## src/rtl/pd_pkg.sv

```systemverilog
// Shared definitions for the pd pipeline: RV32I opcodes, immediate classes
// and the per-entry decoded record carried by the decode stage.
package pd_pkg;

    localparam logic [6:0] OP_LOAD   = 7'h03;
    localparam logic [6:0] OP_FENCE  = 7'h0F;
    localparam logic [6:0] OP_IMM    = 7'h13;
    localparam logic [6:0] OP_AUIPC  = 7'h17;
    localparam logic [6:0] OP_STORE  = 7'h23;
    localparam logic [6:0] OP_REG    = 7'h33;
    localparam logic [6:0] OP_LUI    = 7'h37;
    localparam logic [6:0] OP_BRANCH = 7'h63;
    localparam logic [6:0] OP_JALR   = 7'h67;
    localparam logic [6:0] OP_JAL    = 7'h6F;
    localparam logic [6:0] OP_SYSTEM = 7'h73;

    typedef enum logic [2:0] {
        IMM_I,
        IMM_S,
        IMM_B,
        IMM_U,
        IMM_J,
        IMM_NONE
    } imm_type_e;

    typedef enum logic [1:0] {
        OCC_EMPTY,
        OCC_ONE,
        OCC_TWO
    } occ_state_e;

    typedef struct packed {
        logic [31:0] insn;
        logic [6:0]  opcode;
        logic [4:0]  rd;
        logic [4:0]  rs1;
        logic [4:0]  rs2;
        logic [2:0]  funct3;
        logic [6:0]  funct7;
        logic [31:0] imm;
        logic        illegal;
    } decoded_t;

    // Legal base opcodes that carry no immediate field.
    function automatic logic is_immless_op(input logic [6:0] op);
        return (op == OP_REG) || (op == OP_FENCE);
    endfunction

endpackage

```

## src/rtl/imm_gen.sv

```systemverilog
// Combinational RV32I immediate generator: classifies the instruction format
// from its opcode and assembles the sign-extended immediate.
module imm_gen
    import pd_pkg::*;
(
    input  logic [31:0] insn,
    output logic [31:0] imm,
    output imm_type_e   imm_type
);

    always_comb begin
        imm_type = IMM_NONE;
        case (insn[6:0])
            OP_LOAD, OP_IMM, OP_JALR, OP_SYSTEM: imm_type = IMM_I;
            OP_STORE:                            imm_type = IMM_S;
            OP_BRANCH:                           imm_type = IMM_B;
            OP_LUI, OP_AUIPC:                    imm_type = IMM_U;
            OP_JAL:                              imm_type = IMM_J;
            default:                             imm_type = IMM_NONE;
        endcase
    end

    always_comb begin
        imm = '0;
        case (imm_type)
            IMM_I: imm = {{20{insn[31]}}, insn[31:20]};
            IMM_S: imm = {{20{insn[31]}}, insn[31:25], insn[11:7]};
            IMM_B: imm = {{19{insn[31]}}, insn[31], insn[7], insn[30:25], insn[11:8], 1'b0};
            IMM_U: imm = {insn[31:12], 12'b0};
            IMM_J: imm = {{11{insn[31]}}, insn[31], insn[19:12], insn[20], insn[30:21], 1'b0};
            default: imm = '0;
        endcase
    end

endmodule

```

## src/rtl/decode.sv

```systemverilog
// RV32I decode stage: splits the accepted word into fields and holds results
// in a main/skid pair so ready_o depends only on registered occupancy.
module decode
    import pd_pkg::*;
#(
    parameter int AWIDTH = 32,
    parameter int DWIDTH = 32
) (
    input  logic              clk,
    input  logic              rst,
    input  logic [AWIDTH-1:0] pc_i,
    input  logic [DWIDTH-1:0] insn_i,
    input  logic              valid_i,
    output logic              ready_o,
    input  logic              flush_i,
    output logic              valid_o,
    input  logic              ready_i,
    output logic [AWIDTH-1:0] pc_o,
    output logic [DWIDTH-1:0] insn_o,
    output logic [6:0]        opcode_o,
    output logic [4:0]        rd_o,
    output logic [4:0]        rs1_o,
    output logic [4:0]        rs2_o,
    output logic [2:0]        funct3_o,
    output logic [6:0]        funct7_o,
    output logic [DWIDTH-1:0] imm_o,
    output logic              illegal_o
);

    occ_state_e        state;
    occ_state_e        state_next;
    decoded_t          incoming;
    decoded_t          main_q;
    decoded_t          skid_q;
    logic [AWIDTH-1:0] pc_main_q;
    logic [AWIDTH-1:0] pc_skid_q;
    logic [31:0]       insn_w;
    logic [31:0]       imm_w;
    imm_type_e         imm_type_w;
    logic              accept;
    logic              pop;
    logic              load_main;
    logic              load_skid;
    logic              shift_skid;

    assign insn_w  = insn_i;
    assign ready_o = (state != OCC_TWO);
    assign valid_o = (state != OCC_EMPTY);
    assign accept  = valid_i && ready_o;
    assign pop     = valid_o && ready_i;

    imm_gen u_imm_gen (
        .insn     (insn_w),
        .imm      (imm_w),
        .imm_type (imm_type_w)
    );

    always_comb begin
        incoming         = '0;
        incoming.insn    = insn_w;
        incoming.opcode  = insn_w[6:0];
        incoming.rd      = insn_w[11:7];
        incoming.rs1     = insn_w[19:15];
        incoming.rs2     = insn_w[24:20];
        incoming.funct3  = insn_w[14:12];
        incoming.funct7  = insn_w[31:25];
        incoming.imm     = imm_w;
        incoming.illegal = (imm_type_w == IMM_NONE) && !is_immless_op(insn_w[6:0]);
    end

    // Occupancy transitions; flush overrides any accept or pop in the same cycle.
    always_comb begin
        state_next = state;
        load_main  = 1'b0;
        load_skid  = 1'b0;
        shift_skid = 1'b0;
        case (state)
            OCC_EMPTY: begin
                if (accept) begin
                    state_next = OCC_ONE;
                    load_main  = 1'b1;
                end
            end
            OCC_ONE: begin
                if (accept && pop) begin
                    load_main = 1'b1;
                end else if (accept) begin
                    state_next = OCC_TWO;
                    load_skid  = 1'b1;
                end else if (pop) begin
                    state_next = OCC_EMPTY;
                end
            end
            OCC_TWO: begin
                if (pop) begin
                    state_next = OCC_ONE;
                    shift_skid = 1'b1;
                end
            end
            default: state_next = OCC_EMPTY;
        endcase
        if (flush_i) begin
            state_next = OCC_EMPTY;
            load_main  = 1'b0;
            load_skid  = 1'b0;
            shift_skid = 1'b0;
        end
    end

    always_ff @(posedge clk or negedge rst) begin
        if (!rst) begin
            state <= OCC_EMPTY;
        end else begin
            state <= state_next;
        end
    end

    always_ff @(posedge clk or negedge rst) begin
        if (!rst) begin
            main_q    <= '0;
            skid_q    <= '0;
            pc_main_q <= '0;
            pc_skid_q <= '0;
        end else begin
            if (load_main) begin
                main_q    <= incoming;
                pc_main_q <= pc_i;
            end else if (shift_skid) begin
                main_q    <= skid_q;
                pc_main_q <= pc_skid_q;
            end
            if (load_skid) begin
                skid_q    <= incoming;
                pc_skid_q <= pc_i;
            end
        end
    end

    assign pc_o      = pc_main_q;
    assign insn_o    = main_q.insn;
    assign opcode_o  = main_q.opcode;
    assign rd_o      = main_q.rd;
    assign rs1_o     = main_q.rs1;
    assign rs2_o     = main_q.rs2;
    assign funct3_o  = main_q.funct3;
    assign funct7_o  = main_q.funct7;
    assign imm_o     = main_q.imm;
    assign illegal_o = main_q.illegal;

endmodule

```

## config.mk

```make
export PLATFORM = sky130hd
export DESIGN_NAME = decode
export DESIGN_NICKNAME = d
export VERILOG_FILES = /design/src/rtl/pd_pkg.sv /design/src/rtl/imm_gen.sv /design/src/rtl/decode.sv
export SDC_FILE = /design/constraint.sdc
export NUM_CORES = 1
export LEC_CHECK = 0
export CAP_MARGIN = 10
export CORE_MARGIN = 1.5
export CORE_UTILIZATION = 52
export CTS_BUF_LIST = sky130_fd_sc_hd__clkbuf_4
export DETAILED_ROUTE_END_ITERATION = 16
export GPL_ROUTABILITY_DRIVEN = 0
export PLACE_DENSITY = 0.9
export SLEW_MARGIN = 20
export SYNTH_ARGS = -nofsm -noshare
export SYNTH_HDL_FRONTEND = slang
export SYNTH_SLANG_ARGS = --single-unit
```

## constraint.sdc

```tcl
create_clock -name clk -period 1.8 [get_ports clk]
set_input_delay 0.36 -clock clk [delete_from_list [all_inputs] [get_ports clk]]
set_output_delay 0.36 -clock clk [all_outputs]
set_load 0.02 [all_outputs]
```

==> out/qor.csv, run 1 <==
stage;metric;value;unit
synthesis;Distinct cells, synth;56;
place;IO Port Bufs;199;
detailed_routing;routed vias;7978;
setup_path;reg2reg setup slack;0.007;ns
floorplan;Ports;200;
global_routing;GRT overflow;0;
synthesis;main combinational cell family by area after synthesis;simple AND/OR/NAND/NOR gates;
floorplan;DIE HEIGHT;133;µm
cells_and_area;commonest non-fill, non-tap cell in the layout;nand2_1;
global_routing;first-pass GRT wire length;39000;µm
timing;final clock skew;0.0198;ns
setup_path;slowest stage delay, CP;0.47;ns
timing;Slew @ Worst Pin;0.462;ns
clocking;clock root buffer;clkbuf_4;
cells_and_area;P&R area growth vs syn;33.0;%
timing;Fin. Hold Viols;0;
synthesis;Synth Flop Type;dfrtp_1;
global_routing;vias in the first global route;7717;
synthesis;sequential share of the synthesized area;56.0;%
timing;Rel. slew slack;69.2;%
timing;RSZ-0062 raised after global routing;true;
setup_path;CP bufs+invs;1;
cells_and_area;Final Core Density;70.4;%
timing;f_max;0.558;GHz
detailed_routing;drt drc;0;
synthesis;Post-Syn Nets;1049;
cells_and_area;most frequent cells in the layout;351 x nand2_1, 195 x dfrtp_1, 124 x dlygate4sd2_1;
floorplan;die area;17600;µm²
synthesis;asr flop ratio synth;100;%
setup_path;Setup CP Type;flip-flop to primary output;
synthesis;synthesized-area fraction occupied by adder cells;0;%
place;HPWL Detailed;16800;µm
clocking;H-tree depth;4;
run;max cap viols;0;
detailed_routing;vias per cell;5.63;
setup_path;Crit path max-delay family;flip-flops;
detailed_routing;Pre-antenna DRT Iters;5;
synthesis;Synth Area in XOR/XNOR;0.100;%
detailed_routing;DRT iter0 DRCs;778;
setup_path;CP required;1.44;ns
hold_path;worst min path class;primary input to asynchronous set/reset pin;
cells_and_area;share of layout cells above drive strength 1;12.6;%
setup_path;worst r2r path cells;6;
setup_path;CP max FO;3;
clocking;clock sink count;196;
detailed_routing;routed wire length;24400;µm
global_routing;initial antenna violation count;1;
floorplan;starting density of the core;53.0;%
setup_path;Arrival @ worst endpoint;1.43;ns
clocking;CTS tree;built;
power_and_ir_drop;PwrDens;957;nW/µm²
setup_path;slowest stage cell on the critical path;dfrtp_2;
synthesis;synthesized cell area;8750;µm²
clocking;Reg clk slew, reported paths;0.16;ns
detailed_routing;Avg WL per Cell;17.2;µm
synthesis;syn_area_per_cell;8.93;µm²
synthesis;simple-gate portion of the synthesized area;23.4;%
cells_and_area;post-route insts no fill;1416;
floorplan;Die W;133;µm
setup_path;endpoint class of the critical path;primary output;
timing;Max Slew Vio Count;0;
place;placed instance count;1377;
setup_path;CP cell instances;or2_4, buf_6;
synthesis;number of synthesized register bits;196;
outcome;status;completed;
cells_and_area;Final nets;1251;
timing;final setup vio count;0;
synthesis;Ys Warns;0;
synthesis;Syn Inst Count;980;
timing;minimum clock period;1.79;ns
place;pre-CTS setup slack;-0.454;ns
setup_path;Worst R2R End;imm_o[10]$_DFFE_PN0P_;
power_and_ir_drop;P_leak;5.82;nW
synthesis;number of synthesized flops with an enable pin;0;
power_and_ir_drop;Max IR drop VDD;472;µV
timing;worst setup margin;0.00692;ns
power_and_ir_drop;Tot Pwr;0.0111;W
clocking;worst-skew pair later-pin latency;0.59;ns
detailed_routing;Final ANT Viol Nets;0;
floorplan;cell row count;47;
setup_path;startpoint types;flip-flop;
synthesis;mux cell area share after synthesis;0.915;%
timing;setup_tns;0;ns
synthesis;compound-gate portion of the synthesized area;12.8;%
global_routing;largest net degree at the start of global routing;57;
global_routing;Total GRT Usage;27.7;%
setup_path;r2r startpoint;state[1]$_DFFE_PN0P_;
clocking;CTS buffer count;17;
timing;Tcrit/Tclk final;99.6;%
floorplan;core area;16500;µm²
clocking;clk buf depth;2;
what timing repair did:
item	4_1_cts	5_1_grt
endpoints found under the setup margin	161	166
pin swaps	0	4
endpoints found under the hold margin	40	0
buffers inserted	2	3
hold buffers	1	0
resized for setup	149	28
cell type report:
type	count	area, µm²
timing repair buffer	280	2690
antenna	1	2.50
multi-input combinational	680	3380
fill	1204	4880
tap	220	275
inverter	7	26.3
sequential	196	4910
clock inverter	15	229
clock buffer	17	128
layer usage:
metal | up-vias | track usage [%] | wire (µm)
met2 | 397 | 43.4 | 11800
met1 | 3891 | 37.9 | 10100
met5 | - | 0 | 0
met3 | 58 | 5.48 | 1710
li1 | 3632 | - | -
met4 | 0 | 11.9 | 751
power breakdown:
group	internal, W	switching (W)
logic	0.00110	0.00155
clock network	0.00126	0.00156
registers	0.00518	0.000488
total	0.00754	0.00360
cells in the mapped netlist (2+ instances only):
cell | count | area (µm²)
mux2i_1 | 8 | 80.1
o21ai_0 | 12 | 60.1
a31oi_1 | 58 | 363
and2_1 | 5 | 31.3
nand2_1 | 353 | 1330
nor3_1 | 2 | 10.0
nand2b_1 | 5 | 31.3
nand3_1 | 15 | 75.1
o22ai_1 | 9 | 56.3
o31ai_1 | 2 | 15.0
a21oi_1 | 26 | 130
nor2b_1 | 3 | 18.8
clkbuf_1 | 14 | 52.6
a222oi_1 | 4 | 40.0
inv_1 | 6 | 22.5
buf_4 | 38 | 285
and3_1 | 6 | 37.5
a22oi_1 | 20 | 150
a221o_1 | 6 | 60.1
o21ai_1 | 15 | 75.1
a22o_1 | 6 | 52.6
a221oi_1 | 4 | 35.0
buf_1 | 4 | 15.0
dfrtp_1 | 196 | 4900
nor2_1 | 92 | 345
buf_2 | 40 | 200
nand3_2 | 2 | 20.0
through the flow:
| stage | hold WS [ns] | instance area [µm²] |
|---|---|---|
| after floorplan | 0.0644 | 8750 |
| after detailed placement | 0.338 | 11300 |
| final | 0.256 | 11600 |
| after CTS | 0.248 | 11500 |
| after global placement | 0.335 | 11300 |
| after global routing | 0.266 | 11600 |
sequential cells by signal, indices dropped and copies added, names as in the netlist:
| register | flops |
|---|---|
| pc_o | 32 |
| illegal_o | 1 |
| state | 2 |
| skid_q | 65 |
| pc_skid_q | 32 |
| imm_o | 32 |
| insn_o | 32 |
how the worst max path moves through the flow:
stage	start	endpoint	slack, ns	cells past startpoint
detailed placement	insn_i[0]	imm_o[22]$_DFFE_PN0P_	-0.45	6
finish	state[0]$_DFFE_PN0P_	valid_o	0.007	2
floorplan	insn_i[6]	imm_o[10]$_DFFE_PN0P_	0.20	7
global placement	insn_i[4]	skid_q[5]$_DFFE_PN0P_	-0.36	6
global route	state[1]$_DFFE_PN0P_	skid_q[5]$_DFFE_PN0P_	-0.07	8
CTS	state[0]$_DFFE_PN0P_	valid_o	-0.003	2
cell families after synthesis:
| logic type | count (synthesis) |
|---|---|
| muxes | 8 |
| xor gates and xnor gates | 1 |
| buffers and inverters | 104 |
| and+or+nand+nor | 501 |
| AOI/OAI and AO/OA | 170 |
| DFF | 196 |
No activity file was read; power rests on OpenSTA's default activity.
==> run 2: changes to the inputs <==
- ABC_AREA: default -> 1
- CORE_MARGIN: 1.5 -> default
- CORE_UTILIZATION: 52 -> 53
- PLACE_DENSITY: 0.9 -> 0.91
==> run 2 against run 1 <==
  * Clock power fell by 4%
  * Global-route usage rose by 2.5 points
  * Sequential share of layout area fell by 1.6 points
  * Worst setup slack improved by 0.023 ns
  * Cell area rose by 3.8%
  * Die area rose by 4.5%
  * First-iteration DRC count rose by 7.5%
  * Largest cell class unchanged
==> out/qor.csv, run 2 <==
stage;metric;value;unit;change
timing;Rel. slew slack;69.2;%;about the same
synthesis;Post-Syn Nets;1280;;+22%
setup_path;startpoint types;flip-flop;;
place;Post-DP Area;11800;µm²;+5.1%
synthesis;Syn Inst Count;1211;;+24%
timing;minimum clock period;1.77;ns;-0.0228 ns
floorplan;core area;17400;µm²;+5.0%
detailed_routing;DRT iter0 DRCs;836;;+7.5%
timing;f_max;0.565;GHz;+1.3%
global_routing;largest net degree at the start of global routing;52;;-8.8%
synthesis;syn_area_per_cell;7.82;µm²;-12%
detailed_routing;drt drc;0;;unchanged
cells_and_area;share of layout cells above drive strength 1;10.1;%;-2.5 points
synthesis;Synth Flop Type;dfrtp_1;;
place;placed instance count;1599;;+16%
place;HPWL Detailed;18400;µm;+10%
global_routing;initial antenna violation count;0;;-1
outcome;status;completed;;
detailed_routing;routed vias;8945;;+12%
detailed_routing;Avg WL per Cell;16.1;µm;-6.8%
global_routing;first-pass GRT wire length;43100;µm;+10%
clocking;clock sink count;196;;unchanged
clocking;worst-skew pair later-pin latency;0.57;ns;-0.02 ns
floorplan;Ports;200;;unchanged
place;pre-CTS setup slack;-0.326;ns;+0.128 ns
floorplan;DIE HEIGHT;136;µm;+2.2%
clocking;CTS buffer count;17;;unchanged
floorplan;die area;18400;µm²;+4.5%
timing;final setup vio count;0;;unchanged
setup_path;CP required;1.44;ns;about the same
synthesis;Ys Warns;0;;unchanged
cells_and_area;post-route insts no fill;1635;;+15%
floorplan;cell row count;48;;+2.1%
setup_path;Arrival @ worst endpoint;1.41;ns;-0.02 ns
synthesis;Synth area leader;dfrtp_1;;
setup_path;endpoint class of the critical path;primary output;;
clocking;clock root buffer;clkbuf_4;;
clocking;CTS tree;built;;
synthesis;synthesized cell area;9470;µm²;+8.2%
global_routing;Total GRT Usage;30.2;%;+2.5 points
cells_and_area;n_diodes;0;;-1
timing;final clock skew;0.0129;ns;-0.00692 ns
setup_path;slowest stage delay, CP;0.48;ns;about the same
synthesis;Area contributors post-synth;dfrtp_1 52%, nand2_1 17%, o21ai_0 5.9%;;
detailed_routing;Pre-antenna DRT Iters;5;;unchanged
detailed_routing;vias per cell;5.47;;-2.9%
clocking;H-tree depth;4;;unchanged
synthesis;most instantiated cells after synthesis;438 x nand2_1, 196 x dfrtp_1, 111 x o21ai_0;;
setup_path;Setup CP Type;flip-flop to primary output;;
cells_and_area;Final nets;1466;;+17%
synthesis;asr flop ratio synth;100;%;unchanged
timing;RSZ-0062 raised after global routing;true;;
detailed_routing;Final ANT Viol Nets;0;;unchanged
synthesis;most instantiated library cell after synthesis;nand2_1;;
setup_path;CP bufs+invs;1;;unchanged
synthesis;number of synthesized flops with an enable pin;0;;unchanged
cells_and_area;commonest non-fill, non-tap cell in the layout;nand2_1;;
synthesis;number of synthesized register bits;196;;unchanged
timing;Tcrit/Tclk final;98.4;%;-1.3 points
synthesis;area share of the largest cell type after synthesis;51.8;%;-4.2 points
synthesis;Distinct cells, synth;26;;-54%
timing;Max Slew Vio Count;0;;unchanged
clocking;clk buf depth;2;;unchanged
hold_path;worst min path class;primary input to asynchronous set/reset pin;;
cells_and_area;Non-Filler Cell Area, Final;12100;µm²;+3.8%
clocking;Reg clk slew, reported paths;0.14;ns;-0.02 ns
power_and_ir_drop;PwrDens;1390;nW/µm²;+45%
synthesis;sequential share of the synthesized area;51.8;%;-4.2 points
cells_and_area;max FFs per register;65;;unchanged
global_routing;GRT overflow;0;;unchanged
cells_and_area;most frequent cells in the layout;437 x nand2_1, 196 x dfrtp_1, 127 x dlygate4sd2_1;;
setup_path;CP cell instances;dlygate4sd2_1;;
setup_path;CP max FO;3;;unchanged
timing;Slew @ Worst Pin;0.462;ns;+0.0000854 ns
power_and_ir_drop;Tot Pwr;0.0168;W;+51%
setup_path;slowest stage cell on the critical path;dfrtp_1;;
timing;worst setup margin;0.0297;ns;+0.0228 ns
cells_and_area;Biggest register;skid_q;;
timing;Fin. Hold Viols;0;;unchanged
floorplan;Die W;136;µm;+2.2%
cells_and_area;P&R area growth vs syn;27.6;%;
power_and_ir_drop;Max IR drop VDD;821;µV;+74%
floorplan;starting density of the core;54.6;%;+1.6 points
global_routing;vias in the first global route;8673;;+12%
place;IO Port Bufs;199;;unchanged
timing;setup_tns;0;ns;unchanged
power_and_ir_drop;P_leak;6.32;nW;+8.6%
run;max cap viols;0;;unchanged
setup_path;Crit path max-delay family;flip-flops;;
detailed_routing;routed wire length;26300;µm;+7.6%
[run 2: path summary, 6_finish.rpt]
kind | depth (start not counted) | start | slack [ns] | end
max | 1 | insn_o[27]$_DFFE_PN0P_ | 0.03 | funct7_o[2]
min | 2 | rst | 0.30 | pc_o[21]$_DFFE_PN0P_
max reg2reg | 6 | state[0]$_DFFE_PN0P_ | 0.10 | insn_o[19]$_DFFE_PN0P_
min reg2reg | 2 | pc_skid_q[25]$_DFFE_PN0P_ | 0.48 | pc_skid_q[25]$_DFFE_PN0P_
max in group asynchronous | 3 | rst | 0.87 | insn_o[12]$_DFFE_PN0P_
min in group clk | 3 | pc_i[5] | 0.35 | pc_o[5]$_DFFE_PN0P_
[run 2: report_power, final]
| part | leakage (nW) | switching, W | total [W] | internal [W] |
|---|---|---|---|---|
| clock network | 0.177 | 0.00147 | 0.00270 | 0.00123 |
| logic | 3.65 | 0.00432 | 0.00701 | 0.00269 |
| registers | 2.49 | 0.00104 | 0.00712 | 0.00607 |
| total | 6.32 | 0.00682 | 0.0168 | 0.0100 |
[run 2: cell type report]
class,instances,area (µm²)
clock buffer,17,128
inverter,95,363
timing repair buffer,267,2560
tap,225,282
sequential,196,4900
fill,1360,5270
clock inverter,15,210
multi-input combinational,820,3630
[run 2: timing repair]
action | CTS | global route
cloned | 0 | 0
pin swaps | 0 | 3
setup endpoints to repair | 131 | 120
hold endpoints to repair | 46 | 0
resized for setup | 142 | 13
hold buffers | 1 | 0
setup buffers | 3 | 0
[run 2: logic make-up (layout without fill, tap and decap cells)]
kind of cell / count (synthesis) / after routing / synth area share, %
AND/OR/NAND/NOR: 636 / 636 / 27.7
flip-flops: 196 / 196 / 51.8
buffers and inverters: 195 / 394 / 10.2
AO/OA/AOI/OAI: 184 / 184 / 10.3
[run 2: layer usage]
layer / part of all wire (%) / vias to the layer above / global-route usage [%]
met4: 3.4 / 0 / 14.0
met2: 48 / 489 / 49.4
met5: 0 / - / 0
met1: 40 / 4240 / 39.2
met3: 8.4 / 72 / 4.90
li1: - / 4144 / -
[run 2: metrics by stage]
stage / hold slack, ns / util [%]
after floorplan: 0.0644 / -
after global placement: 0.355 / 68.2
final: 0.295 / 69.6
after detailed placement: 0.359 / 68.2
after CTS: 0.275 / 69.4
after global routing: 0.300 / 69.6
==> run 3: changes to the inputs <==
- CORE_UTILIZATION: 53 -> 48
- PLACE_DENSITY: 0.91 -> 0.87
- SYNTH_HIERARCHICAL: default -> 1
- clock period: 1.8 -> 1.5 ns (I/O delays scaled with it)
==> run 3 against run 2 <==
  * Area after synthesis fell by 2.5%
  * Cell area rose by 9.9%
  * Clock skew increased by 0.0085 ns
  * The flow now finishes with violations (setup timing)
  * Largest power group unchanged
==> out/qor.csv, run 3 <==
stage;metric;value;unit;change
detailed_routing;DRT iter0 DRCs;1075;;+29%
clocking;CTS tree;built;;
clocking;CTS buffer count;17;;unchanged
cells_and_area;# fillers;1296;;-4.7%
place;HPWL Detailed;16900;µm;-8.4%
synthesis;Synth area leader;dfrtp_1;;
synthesis;sequential share of the synthesized area;53.1;%;+1.3 points
setup_path;Arrival @ worst endpoint;2.25;ns;+0.84 ns
synthesis;most instantiated library cell after synthesis;nand2_1;;
cells_and_area;Biggest register;skid_q;;
global_routing;Total GRT Usage;26.2;%;-3.9 points
timing;final clock skew;0.0214;ns;+0.00846 ns
setup_path;slowest stage delay, CP;0.46;ns;-0.02 ns
outcome;status;complete, but fails checks;;
floorplan;cell row count;50;;+4.2%
floorplan;Ports;200;;unchanged
cells_and_area;commonest non-fill, non-tap cell in the layout;nand2_1;;
setup_path;Crit path max-delay family;buffers and inverters;;
cells_and_area;P&R area growth vs syn;43.9;%;
timing;Slew @ Worst Pin;0.361;ns;-0.102 ns
synthesis;Area contributors post-synth;dfrtp_1 53%, nand2_1 13%, o211ai_1 7.9%;;
setup_path;slowest stage cell on the critical path;dfrtp_2;;
floorplan;DIE HEIGHT;141;µm;+3.7%
timing;minimum clock period;1.76;ns;
synthesis;Syn Inst Count;1102;;-9.0%
clocking;worst-skew pair later-pin latency;0.59;ns;+0.02 ns
setup_path;CP cell instances;buf_6, buf_4, nand2_4, nor3_4, o21ai_4, buf_12, buf_16, nor2_2, a21oi_1;;
cells_and_area;Final nets;1442;;-1.6%
power_and_ir_drop;Clock power frac;16.4;%;+0.4 points
place;IO Port Bufs;199;;unchanged
detailed_routing;Final ANT Viol Nets;0;;unchanged
setup_path;startpoint types;flip-flop;;
timing;setup_tns;-25.98;ns;-25.98 ns
global_routing;first-pass GRT wire length;41000;µm;-4.7%
global_routing;largest net degree at the start of global routing;68;;+31%
power_and_ir_drop;Switching Share;37.1;%;-3.5 points
floorplan;Die W;141;µm;+3.7%
cells_and_area;Final Core Density;70.8;%;+1.1 points
synthesis;Distinct cells, synth;23;;-12%
cells_and_area;Multi-input gate area;3760;µm²;+3.4%
synthesis;number of synthesized flops with an enable pin;0;;unchanged
detailed_routing;Pre-antenna DRT Iters;9;;+4
clocking;clock sink count;196;;unchanged
power_and_ir_drop;P_int;0.0108;W;+7.8%
cells_and_area;register area;4910;µm²;about the same
outcome;failing checks;setup timing;;
floorplan;starting density of the core;49.2;%;-5.4 points
detailed_routing;routed wire length;31300;µm;+19%
setup_path;Setup CP Type;flip-flop to flip-flop;;
power_and_ir_drop;PwrDens;1290;nW/µm²;-7.3%
timing;worst setup margin;-0.265;ns;-0.294 ns
timing;Fin. Hold Viols;0;;unchanged
timing;f_max;0.567;GHz;
power_and_ir_drop;P_leak;6.78;nW;+7.4%
clocking;Reg clk slew, reported paths;0.15;ns;about the same
detailed_routing;Avg WL per Cell;19.3;µm;+20%
synthesis;number of synthesized register bits;196;;unchanged
timing;final setup vio count;216;;+216
synthesis;Post-Syn Nets;1171;;-8.5%
cells_and_area;max FFs per register;65;;unchanged
clocking;clk buf depth;2;;unchanged
global_routing;GRT overflow;0;;unchanged
synthesis;asr flop ratio synth;100;%;unchanged
hold_path;worst min path class;primary input to flip-flop;;
floorplan;core area;18800;µm²;+8.1%
global_routing;vias in the first global route;8228;;-5.1%
clocking;clock root buffer;clkbuf_4;;
global_routing;initial antenna violation count;3;;+3
timing;hold slack;0.0890;ns;-0.206 ns
run;max cap viols;0;;unchanged
cells_and_area;most frequent cells in the layout;304 x nand2_1, 193 x dfrtp_1, 114 x inv_1;;
timing;Max Slew Vio Count;0;;unchanged
detailed_routing;drt drc;0;;unchanged
setup_path;CP bufs+invs;4;;+3
synthesis;synthesized cell area;9230;µm²;-2.5%
power_and_ir_drop;P_sw;0.00635;W;-6.9%
power_and_ir_drop;Comb pwr share;37.1;%;-4.6 points
clocking;H-tree depth;4;;unchanged
synthesis;most instantiated cells after synthesis;318 x nand2_1, 196 x dfrtp_1, 116 x inv_1;;
synthesis;Synth Flop Type;dfrtp_1;;
synthesis;area share of the largest cell type after synthesis;53.1;%;+1.3 points
setup_path;CP max FO;9;;+6
setup_path;CP required;1.98;ns;+0.54 ns
floorplan;die area;19800;µm²;+7.5%
cells_and_area;share of layout cells above drive strength 1;31.0;%;+21 points
timing;Rel. slew slack;75.9;%;+6.7 points
synthesis;syn_area_per_cell;8.38;µm²;+7.1%
setup_path;endpoint class of the critical path;flip-flop;;
power_and_ir_drop;Max IR drop VDD;619;µV;-25%
power_and_ir_drop;Flop pwr share;46.4;%;+4.1 points
synthesis;Ys Warns;6;;+6
timing;Tcrit/Tclk final;118;%;
detailed_routing;vias per cell;5.73;;+4.7%
timing;RSZ-0062 raised after global routing;true;;
detailed_routing;routed vias;9297;;+3.9%
-- run 3: cell count changes in the layout (fill, tap and decap cells not counted), moves of 27 or more --
| cell | delta |
|---|---|
| buf_4 | +40 |
| nor2_1 | -39 |
| nand2_1 | -133 |
| nor2_4 | +27 |
| buf_6 | +64 |
| o211ai_1 | +89 |
| o21ai_1 | +31 |
| o21ai_0 | -103 |
| dlygate4sd2_1 | -127 |
| buf_2 | +71 |
-- run 3: layer usage --
layer / share of wire, % / global-route usage [%] / routed length, µm
met1: 37 / 34.0 / 11600
met2: 48 / 43.4 / 15100
met3: 10 / 4.96 / 3130
met4: 4.7 / 10.6 / 1470
met5: 0 / 0 / 0
-- run 3: kinds of logic (layout without fill, tap and decap cells) --
family	after synthesis	count (layout)	share of synthesized area [%]
flip-flops	196	196	53.1
AND/OR/NAND/NOR	495	495	22.5
other	0	3	0
buffers and inverters	213	497	11.0
AO/OA/AOI/OAI	198	198	13.4
-- run 3: power by group through the flow --
stage          logic (W)  clock network [W]  registers (W)
2_1_floorplan    0.00257                  0        0.00840
3_3_place_gp     0.00531                  0        0.00786
3_5_place_dp     0.00549                  0        0.00793
4_1_cts          0.00557            0.00283        0.00785
5_1_grt          0.00683            0.00307        0.00811
6_report         0.00636            0.00282        0.00795
-- run 3: timing repair --
action                                  4_1_cts  5_1_grt
resized for setup                           679      154
cloned                                        3       25
pin swaps                                     2        8
endpoints found under the setup margin      245      309
endpoints found under the hold margin       196        0
setup buffers                                40        5
hold buffers                                  1        0
-- run 3: worst paths after layout --
path                                           from                       end  slack, ns  cells after the start
hold reg to reg            pc_skid_q[2]$_DFFE_PN0P_  pc_skid_q[2]$_DFFE_PN0P_       0.51                      2
max in group asynchronous                       rst    insn_o[13]$_DFFE_PN0P_       0.74                      3
min in group asynchronous                       rst  pc_skid_q[4]$_DFFE_PN0P_       0.15                      2
setup / recovery               state[0]$_DFFE_PN0P_    skid_q[74]$_DFFE_PN0P_      -0.26                      9
hold / removal                            insn_i[3]    skid_q[68]$_DFFE_PN0P_       0.09                      3
setup reg to reg               state[0]$_DFFE_PN0P_    skid_q[74]$_DFFE_PN0P_      -0.26                      9
-- run 3: stage by stage --
stage	setup slack, ns	instances	instance area [µm²]	total power, W
after floorplan	0.0804	1102	9230	0.0110
after global placement	-0.572	1514	11700	0.0132
after detailed placement	-0.634	1514	11700	0.0134
after CTS	-0.234	1590	12200	0.0162
after global routing	-0.301	1623	13300	0.0180
final	-0.265	1623	13300	0.0171
-- run 3: area by class of cell --
| type | count | area share [%] |
|---|---|---|
| inverter | 119 | 3.55 |
| clock inverter | 14 | 1.03 |
| clock buffer | 18 | 1.02 |
| antenna | 3 | 0.0565 |
| sequential | 196 | 37.0 |
| tap | 234 | 2.20 |
| timing repair buffer | 346 | 26.9 |
| multi-input combinational | 693 | 28.3 |
-- run 3: worst reg2reg max path, delay by kind of cell, from the launching register on --
kind	cells	cell delay, ns
buffers and inverters	4	0.59
AO/OA/AOI/OAI	2	0.21
AND/OR/NAND/NOR	3	0.41
flip-flops	1	0.46
